File: src/rtl/line_double_reader_if.sv
// FIFO-side and pixel-stream signals of the line doubling reader.
// The master side is the reader itself; the slave side is its environment.
interface line_double_reader_if #(
  parameter int DATA_W = 8
) ();
  logic              full;
  logic              rd_req;
  logic [DATA_W-1:0] rd_data;
  logic              empty_enable;
  logic [DATA_W-1:0] pix_data;
  logic              pix_valid;
  logic              pix_ready;
  logic              pix_sol;
  logic              pix_eol;
  logic              pix_dup;

  modport master (
    input  full, rd_data, pix_ready,
    output rd_req, empty_enable, pix_data, pix_valid, pix_sol, pix_eol, pix_dup
  );

  modport slave (
    output full, rd_data, pix_ready,
    input  rd_req, empty_enable, pix_data, pix_valid, pix_sol, pix_eol, pix_dup
  );
endinterface

File: src/rtl/line_double_reader.sv
// Reads each complete line from the deinterlacer FIFO twice (bob line doubling)
// and streams the words out through a 2-deep skid buffer with line markers.
module line_double_reader #(
  parameter int DATA_W   = 8,
  parameter int LINE_LEN = 10,
  parameter int HBLANK   = 4
) (
  input  logic                 clock,
  input  logic                 reset,
  line_double_reader_if.master bus,
  output logic                 busy,
  output logic                 underrun
);

  localparam logic [2:0] S_IDLE    = 3'd0;
  localparam logic [2:0] S_READ0   = 3'd1;
  localparam logic [2:0] S_GAP     = 3'd2;
  localparam logic [2:0] S_READ1   = 3'd3;
  localparam logic [2:0] S_RELEASE = 3'd4;

  localparam logic [9:0] LEN      = 10'(LINE_LEN);
  localparam logic [9:0] LAST     = 10'(LINE_LEN - 1);
  localparam logic [9:0] GAP_LAST = 10'((HBLANK > 0) ? HBLANK - 1 : 0);
  localparam bit         NO_GAP   = (HBLANK == 0);

  logic [2:0]        state, state_next;
  logic [9:0]        rd_cnt, rd_cnt_next;
  logic [9:0]        out_cnt;
  logic [9:0]        gap_cnt;
  logic [DATA_W-1:0] buf_data [2];
  logic [1:0]        buf_dup;
  logic              wr_ptr, rd_ptr;
  logic [1:0]        count, count_next;
  logic              abort;
  logic              push, xfer, entering, req_next;

  // NOTE: every output of this block gets a default first, so no path leaves a value held (no latch).
  always_comb begin
    state_next = state;
    abort      = 1'b0;
    case (state)
      S_IDLE:
        if (bus.full) state_next = S_READ0;
      S_READ0:
        if (!bus.full) begin
          abort      = 1'b1;
          state_next = S_IDLE;
        end else if (bus.rd_req && rd_cnt == LAST) begin
          state_next = NO_GAP ? S_READ1 : S_GAP;
        end
      S_GAP:
        if (!bus.full) begin
          abort      = 1'b1;
          state_next = S_IDLE;
        end else if (gap_cnt == GAP_LAST) begin
          state_next = S_READ1;
        end
      S_READ1:
        if (!bus.full) begin
          abort      = 1'b1;
          state_next = S_IDLE;
        end else if (bus.rd_req && rd_cnt == LAST) begin
          state_next = S_RELEASE;
        end
      S_RELEASE:
        if (!bus.full) state_next = S_IDLE;
      default:
        state_next = S_IDLE;
    endcase
  end

  // An in-flight word is captured at the edge that ends its rd_req cycle,
  // so the occupancy seen by the next request already includes it.
  assign xfer = bus.pix_valid & bus.pix_ready;
  assign push = bus.rd_req & ~abort;

  always_comb begin
    count_next = abort ? 2'd0 : count + {1'b0, push} - {1'b0, xfer};
    entering   = (state_next != state) &&
                 (state_next == S_READ0 || state_next == S_READ1);
    rd_cnt_next = entering ? 10'd0 : rd_cnt + {9'd0, bus.rd_req};
    req_next   = (state_next == S_READ0 || state_next == S_READ1) &&
                 (rd_cnt_next < LEN) && (count_next < 2'd2);
  end

  // NOTE: sequential state uses non-blocking assignments so every register sees pre-edge values.
  always_ff @(posedge clock or posedge reset) begin
    if (reset) begin
      state            <= S_IDLE;
      rd_cnt           <= '0;
      out_cnt          <= '0;
      gap_cnt          <= '0;
      count            <= '0;
      wr_ptr           <= 1'b0;
      rd_ptr           <= 1'b0;
      buf_dup          <= '0;
      // NOTE: the two buffer entries are reset because pix_data is a visible output with a defined reset value.
      buf_data[0]      <= '0;
      buf_data[1]      <= '0;
      bus.rd_req       <= 1'b0;
      bus.empty_enable <= 1'b0;
      busy             <= 1'b0;
      underrun         <= 1'b0;
    end else begin
      state            <= state_next;
      rd_cnt           <= rd_cnt_next;
      gap_cnt          <= (state == S_GAP && state_next == S_GAP) ? gap_cnt + 10'd1 : 10'd0;
      count            <= count_next;
      bus.rd_req       <= req_next;
      bus.empty_enable <= (state_next == S_READ1) || (state_next == S_RELEASE);
      busy             <= (state_next != S_IDLE);
      underrun         <= abort;
      if (abort) begin
        wr_ptr  <= 1'b0;
        rd_ptr  <= 1'b0;
        out_cnt <= '0;
      end else begin
        if (push) begin
          buf_data[wr_ptr] <= bus.rd_data;
          buf_dup[wr_ptr]  <= (state == S_READ1);
          wr_ptr           <= ~wr_ptr;
        end
        if (xfer) begin
          rd_ptr  <= ~rd_ptr;
          out_cnt <= (out_cnt == LAST) ? 10'd0 : out_cnt + 10'd1;
        end
      end
    end
  end

  // Stream outputs depend only on buffer state, never on pix_ready.
  assign bus.pix_valid = (count != 2'd0);
  assign bus.pix_data  = buf_data[rd_ptr];
  assign bus.pix_sol   = bus.pix_valid & (out_cnt == 10'd0);
  assign bus.pix_eol   = bus.pix_valid & (out_cnt == LAST);
  assign bus.pix_dup   = bus.pix_valid & buf_dup[rd_ptr];

endmodule

File: src/flat_wrapper.sv
// flat-port wrapper written by rule: the top's interface ports become plain ports
module line_double_reader_flat 
#(
  parameter int DATA_W   = 8,
  parameter int LINE_LEN = 10,
  parameter int HBLANK   = 4
)
  (clock, reset, busy, underrun, bus_full, bus_rd_data, bus_pix_ready, bus_rd_req, bus_empty_enable, bus_pix_data, bus_pix_valid, bus_pix_sol, bus_pix_eol, bus_pix_dup);
  line_double_reader_if #(.DATA_W(DATA_W)) bus_i ();
  input  logic clock;
  input  logic reset;
  output logic busy;
  output logic underrun;
  input wire logic [$bits(bus_i.full)-1:0] bus_full;
  input wire logic [$bits(bus_i.rd_data)-1:0] bus_rd_data;
  input wire logic [$bits(bus_i.pix_ready)-1:0] bus_pix_ready;
  output wire logic [$bits(bus_i.rd_req)-1:0] bus_rd_req;
  output wire logic [$bits(bus_i.empty_enable)-1:0] bus_empty_enable;
  output wire logic [$bits(bus_i.pix_data)-1:0] bus_pix_data;
  output wire logic [$bits(bus_i.pix_valid)-1:0] bus_pix_valid;
  output wire logic [$bits(bus_i.pix_sol)-1:0] bus_pix_sol;
  output wire logic [$bits(bus_i.pix_eol)-1:0] bus_pix_eol;
  output wire logic [$bits(bus_i.pix_dup)-1:0] bus_pix_dup;
  assign bus_i.full = bus_full;
  assign bus_i.rd_data = bus_rd_data;
  assign bus_i.pix_ready = bus_pix_ready;
  assign bus_rd_req = bus_i.rd_req;
  assign bus_empty_enable = bus_i.empty_enable;
  assign bus_pix_data = bus_i.pix_data;
  assign bus_pix_valid = bus_i.pix_valid;
  assign bus_pix_sol = bus_i.pix_sol;
  assign bus_pix_eol = bus_i.pix_eol;
  assign bus_pix_dup = bus_i.pix_dup;
  line_double_reader #(.DATA_W(DATA_W), .LINE_LEN(LINE_LEN), .HBLANK(HBLANK)) u_core (.clock(clock), .reset(reset), .bus(bus_i), .busy(busy), .underrun(underrun));
endmodule
File: config.mk
export PLATFORM = sky130hd
export DESIGN_NAME = line_double_reader_flat
export DESIGN_NICKNAME = d
export VERILOG_FILES = /design/src/rtl/line_double_reader_if.sv /design/src/rtl/line_double_reader.sv /design/src/flat_wrapper.sv
export SDC_FILE = /design/constraint.sdc
export NUM_CORES = 1
export LEC_CHECK = 0
export CAP_MARGIN = 0
export CORE_MARGIN = 2
export CORE_UTILIZATION = 61
export DETAILED_ROUTE_END_ITERATION = 16
export PLACE_DENSITY = 0.84
export SLEW_MARGIN = 40
export SYNTH_ARGS = -nofsm -noshare
export SYNTH_HDL_FRONTEND = slang
export SYNTH_SLANG_ARGS = --single-unit
export TNS_END_PERCENT = 20
File: constraint.sdc
create_clock -name clock -period 3.9 [get_ports clock]
set_input_delay 1.17 -clock clock [delete_from_list [all_inputs] [get_ports clock]]
set_output_delay 1.17 -clock clock [all_outputs]
set_load 0.03 [all_outputs]
# ---- Yosys cells after proc, flatten, opt, wreduce, memory -nomap -nowiden
# Cells that the tools add are included.
dict set report classes {
  n_addsub 5
  multipliers 0
  div_mod_pow 0
  n_lt_le_gt_ge 8
  n_eq_ne 12
  shifts 0
  muxes 32
  bitwise 10
  n_reduce_logical 17
}
# operator count
set op_table {}
lappend op_table {{$mux 10} 5}
lappend op_table {{$mux 8} 4}
lappend op_table {{$mux 3} 8}
lappend op_table {{$add 10x1->10 const B} 2}
lappend op_table {{$eq 10x4->1 const B} 2}
lappend op_table {{$bwmux 16} 1}
lappend op_table {{$pmux 3 s5} 1}
lappend op_table {{$eq 3x2->1 const B} 4}
lappend op_table {{$add 10x1->10} 1}
lappend op_table {{$eq 10x2->1 const B} 1}
lappend op_table {{$logic_not 10->1} 1}
lappend op_table {{$lt 10x4->1 const B} 1}
lappend op_table {{$mux 1} 9}
lappend op_table {{$demux 8 s1} 1}
lappend op_table {{$logic_and 1x1->1} 7}
lappend op_table {{$eq 3x1->1 const B} 2}
lappend op_table {{$eq 3x3->1 const B} 2}
lappend op_table {{$reduce_bool 2->1} 3}
lappend op_table {{$and 1x1->1} 5}
lappend op_table {{$ge 2x2->1 const B} 2}
lappend op_table {{$lt 1x2->1 const B} 2}
lappend op_table {{$not 1->2} 2}
lappend op_table {{$logic_not 3->1} 1}
lappend op_table {{$ne 3x3->1} 1}
lappend op_table {{other kinds (13)} 16}
dict set report totals {
  regBits 59
  latch_bits 0
  ramBits 0
  rom_bits 0
  in_bits 12
  out_inout_bits 16
  wordCells 98
  n_memories 0
}

# ---- Depth between registers and ports, before layout
dict set report depth {
  ltp_word 12
  depth_mapped 10
  mapped_depth_nobuf 10
}

# ---- Worst setup path before layout
# OpenSTA, ideal clock, no wires.
dict set report synth_timing {
  path_type {reg2out}
  startpoint {register u_core.out_cnt[4]}
  endpoint {output bus_pix_sol}
  arrival_ns 2.053
  t_required_ns 2.730
  slack_ns 0.677
  stages_incl_launch_ff 4
  path_buffers 0
  cell_sequence {dfrtp_1 or4_4 or3_1 nor3b_1}
}
dict set report synth_via {
  elab_chain_len 2
}
# item line_no
set synth_lines {}
lappend synth_lines {{from (decl)} line_double_reader.sv:28} ;# logic [9:0] out_cnt;
lappend synth_lines {{from (signal assigned)} line_double_reader.sv:125} ;# out_cnt <= (out_cnt == LAST) ? 10'd0 : out_cnt + 10'd1;
lappend synth_lines {{$logic_not 10->1} line_double_reader.sv:134} ;# assign bus.pix_sol = bus.pix_valid & (out_cnt == 10'd0);
lappend synth_lines {{$and 1x1->1} line_double_reader.sv:134}
lappend synth_lines {{to (decl)} flat_wrapper.sv:21} ;# output wire logic [$bits(bus_i.pix_sol)-1:0] bus_pix_sol;
# Every way passes these cells.

# ---- Worst setup path after layout
# Same ends and word-level chain as after synthesis.

==> impl_metrics.toml <==
[clocking]
cts_setup_buffers = 0
cts.htree.levels = 3
cts.sinks = 59
cts.reportedPaths.clkPinSlew_ns = 0.07
cts_tree = "done"
hold_buffers = 0
cts_buffer_depth = 2
clk_latency_ns = 0.34
cts_resized = 0
cts_buffers = 9
cts-root-buf = "clkbuf_8"

[final_layout]
drive_gt1_share_pct = 12.7
finalNetCount = 339
n_fill_cell = 336
areaGrowthSynthToFinish_pct = 17.6
diodes = 0

[route]
routed_wl_um = 5380
wl_per_cell_um = 13.8
drc = 0
viasPerCell = 5.54
drtIter0Drc = 135
antenna_left = 0
num_vias = 2161
drtPass1Iterations = 4

[sta]
fin_crit_ns = 3.77
setup_viol = 0
rsz0062_at_grt = "false"
max_freq_mhz = 265
timing.slew.headroom_pct = 52.9
finalMaxSlewViolations = 0
setup-tns-final_ns = 0
hold_viol = 0
fin_crit_sh_pct = 96.7
worst_slew_pin_slew_ns = 0.707
hold-worst-slack_ns = 0.478
skew_ns = 0.00550

[global_routing]
grt_pass1_wl_um = 9340
antenna_found_initial = 0
grt_max_degree = 60
grt_use_total_pct = 22.9
overflow = 0
first_global_vias = 2128

[hold_path]
min_from = "u_core.gap_cnt[0]$_DFF_PP0_"
hold_class = "reg2reg"

[synthesis]
yosys-top-cells-count = "59 x dfrtp_1, 38 x nor2_1, 22 x nand2_1"
ys_seq_elements = 59
synth_area_per_cell_um2 = 10.4
yosysTopAreaCell = "dfrtp_1"
yosysMostFrequentCell = "dfrtp_1"
synth_ff_type = "dfrtp_1"
netlist_instances = 289
synth_top_area_share_pct = 48.9
syn-num-nets = 309
async_reset_ff_share_pct = 100
synth_area_um2 = 3020
synth_edf_count = 0
yosys_warnings = 0
synth_area_leaders = "dfrtp_1 49%, mux2_2 6.0%, nor2_1 4.7%, xnor2_1 3.8%, ha_1 3.3%"
synth.distinct_cells = 49
seq_area_frac_synth_pct = 48.9

[status]
outcome = "complete, no violations"

[place]
hpwl_um = 3670
port_buffers = 27
gp_congestion = 0.802

[critical_path]
critical_path_arrival_ns = 2.60
setup.worst_path.start = "u_core.out_cnt[4]$_DFFE_PP0P_"
worstPathMaxFanout = 5
r2r-start = "u_core.bus.rd_req$_DFF_PP0_"
path_class = "reg2out"
cp.required_ns = 2.73
endpoint_kind = "output pin"
start_kind = "register"

[power]
leakage_uw = 0.00153
worst_ir_drop_vdd_v = 0.000384
power_density_nw_per_um2 = 630

[job]
maxCapViolations = 0

[die]
initial_utilization_pct = 63.4
die_h_um = 74.3
ios = 28
core-area_um2 = 4750
die_w_um = 74.3
num_rows = 25
die_area_um2 = 5520
## metrics by stage
step | cells | power (uW) | util [%] | worst slack [ns] | area (um2)
2_1_floorplan | 289 | 1410 | - | 0.677 | 3020
3_3_place_gp | 375 | 1630 | 70.3 | 0.534 | 3340
3_5_place_dp | 375 | 1660 | 70.3 | 0.506 | 3340
4_1_cts | 390 | 2260 | 74.6 | 0.129 | 3550
5_1_grt | 390 | 2370 | 74.6 | 0.0620 | 3550
6_report | 390 | 2240 | 74.6 | 0.131 | 3550
## cells by family (layout without fill, tap and decap cells)
kind of cell / count (synthesis) / after routing / share of synthesized area [%]
buffers and inverters: 21 / 55 / 2.99
multiplexers: 28 / 28 / 10.3
AND/OR/NAND/NOR: 112 / 112 / 19.1
adder cells (fa/ha/maj): 8 / 8 / 3.32
AO/OA/AOI/OAI: 39 / 39 / 8.96
flip-flops: 59 / 59 / 48.9
XOR/XNOR: 22 / 22 / 6.39
## report_power, final
| part | internal, uW | switching, uW | total, uW | leakage [uW] |
|---|---|---|---|---|
| sequential | 749 | 112 | 861 | 0.000773 |
| combinational | 387 | 393 | 780 | 0.000656 |
| clock | 355 | 240 | 595 | 0.000106 |
| total | 1490 | 746 | 2240 | 0.00153 |
## path summary, 6_finish.rpt
check / endpoint / slack (ns) / depth (start not counted)
max in group asynchronous: u_core.rd_cnt[5]$_DFF_PP0_ / 2.09 / 3
hold / removal: u_core.gap_cnt[0]$_DFF_PP0_ / 0.48 / 1
setup reg to reg: u_core.bus.rd_req$_DFF_PP0_ / 1.72 / 7
hold reg to reg: u_core.gap_cnt[0]$_DFF_PP0_ / 0.48 / 1
min in group asynchronous: u_core.buf_data[5]$_DFFE_PP0P_ / 1.35 / 3
setup / recovery: bus_pix_sol / 0.13 / 4
## cells in the final DEF (no fill, tap or decap), drive strengths merged, types with 7 or more instances in the layout
cell,count
dfrtp,59
mux2,24
and3,8
clkdlybuf4s50,27
nand2,22
xnor2,13
o21ai,18
nor2,41
ha,8
nor2b,7
xor2,9
inv,10
clkbuf,10
## per-layer routing
layer	routed length, um	track usage (%)	vias to the layer above
met5	0	0	-
met4	125	11.7	0
met3	185	5.83	11
met2	2540	37.8	36
met1	2530	27.9	1059
li1	-	-	1055
## registers in the layout, summed over array words and instances (netlist names)
register / flops
u_core.gap_cnt: 10
u_core.busy: 1
u_core.buf_data: 16
u_core.bus.rd_req: 1
u_core.out_cnt: 10
u_core.state: 3
u_core.rd_ptr: 1
u_core.buf_dup: 2
u_core.count: 2
u_core.bus.empty_enable: 1
u_core.underrun: 1
u_core.rd_cnt: 10
u_core.wr_ptr: 1
## cell type report
cell class / count / area [um2] / share of cell area (%)
Sequential cell: 59 / 1480 / 41.6
Multi-Input combinational cell: 209 / 1450 / 40.9
Timing Repair Buffer: 30 / 293 / 8.25
Clock buffer: 10 / 128 / 3.60
Tap cell: 67 / 83.8 / 2.36
Clock inverter: 5 / 78.8 / 2.22
Inverter: 10 / 37.5 / 1.06
## critical path, stage by stage, from the launching register on
cell,delay (ns)
dfrtp_1,0.42
or4_4,0.56
or3_1,0.39
nor3b_1,0.18
clkdlybuf4s50_1,0.69
Note: power is estimated with default switching activity, not from simulation.
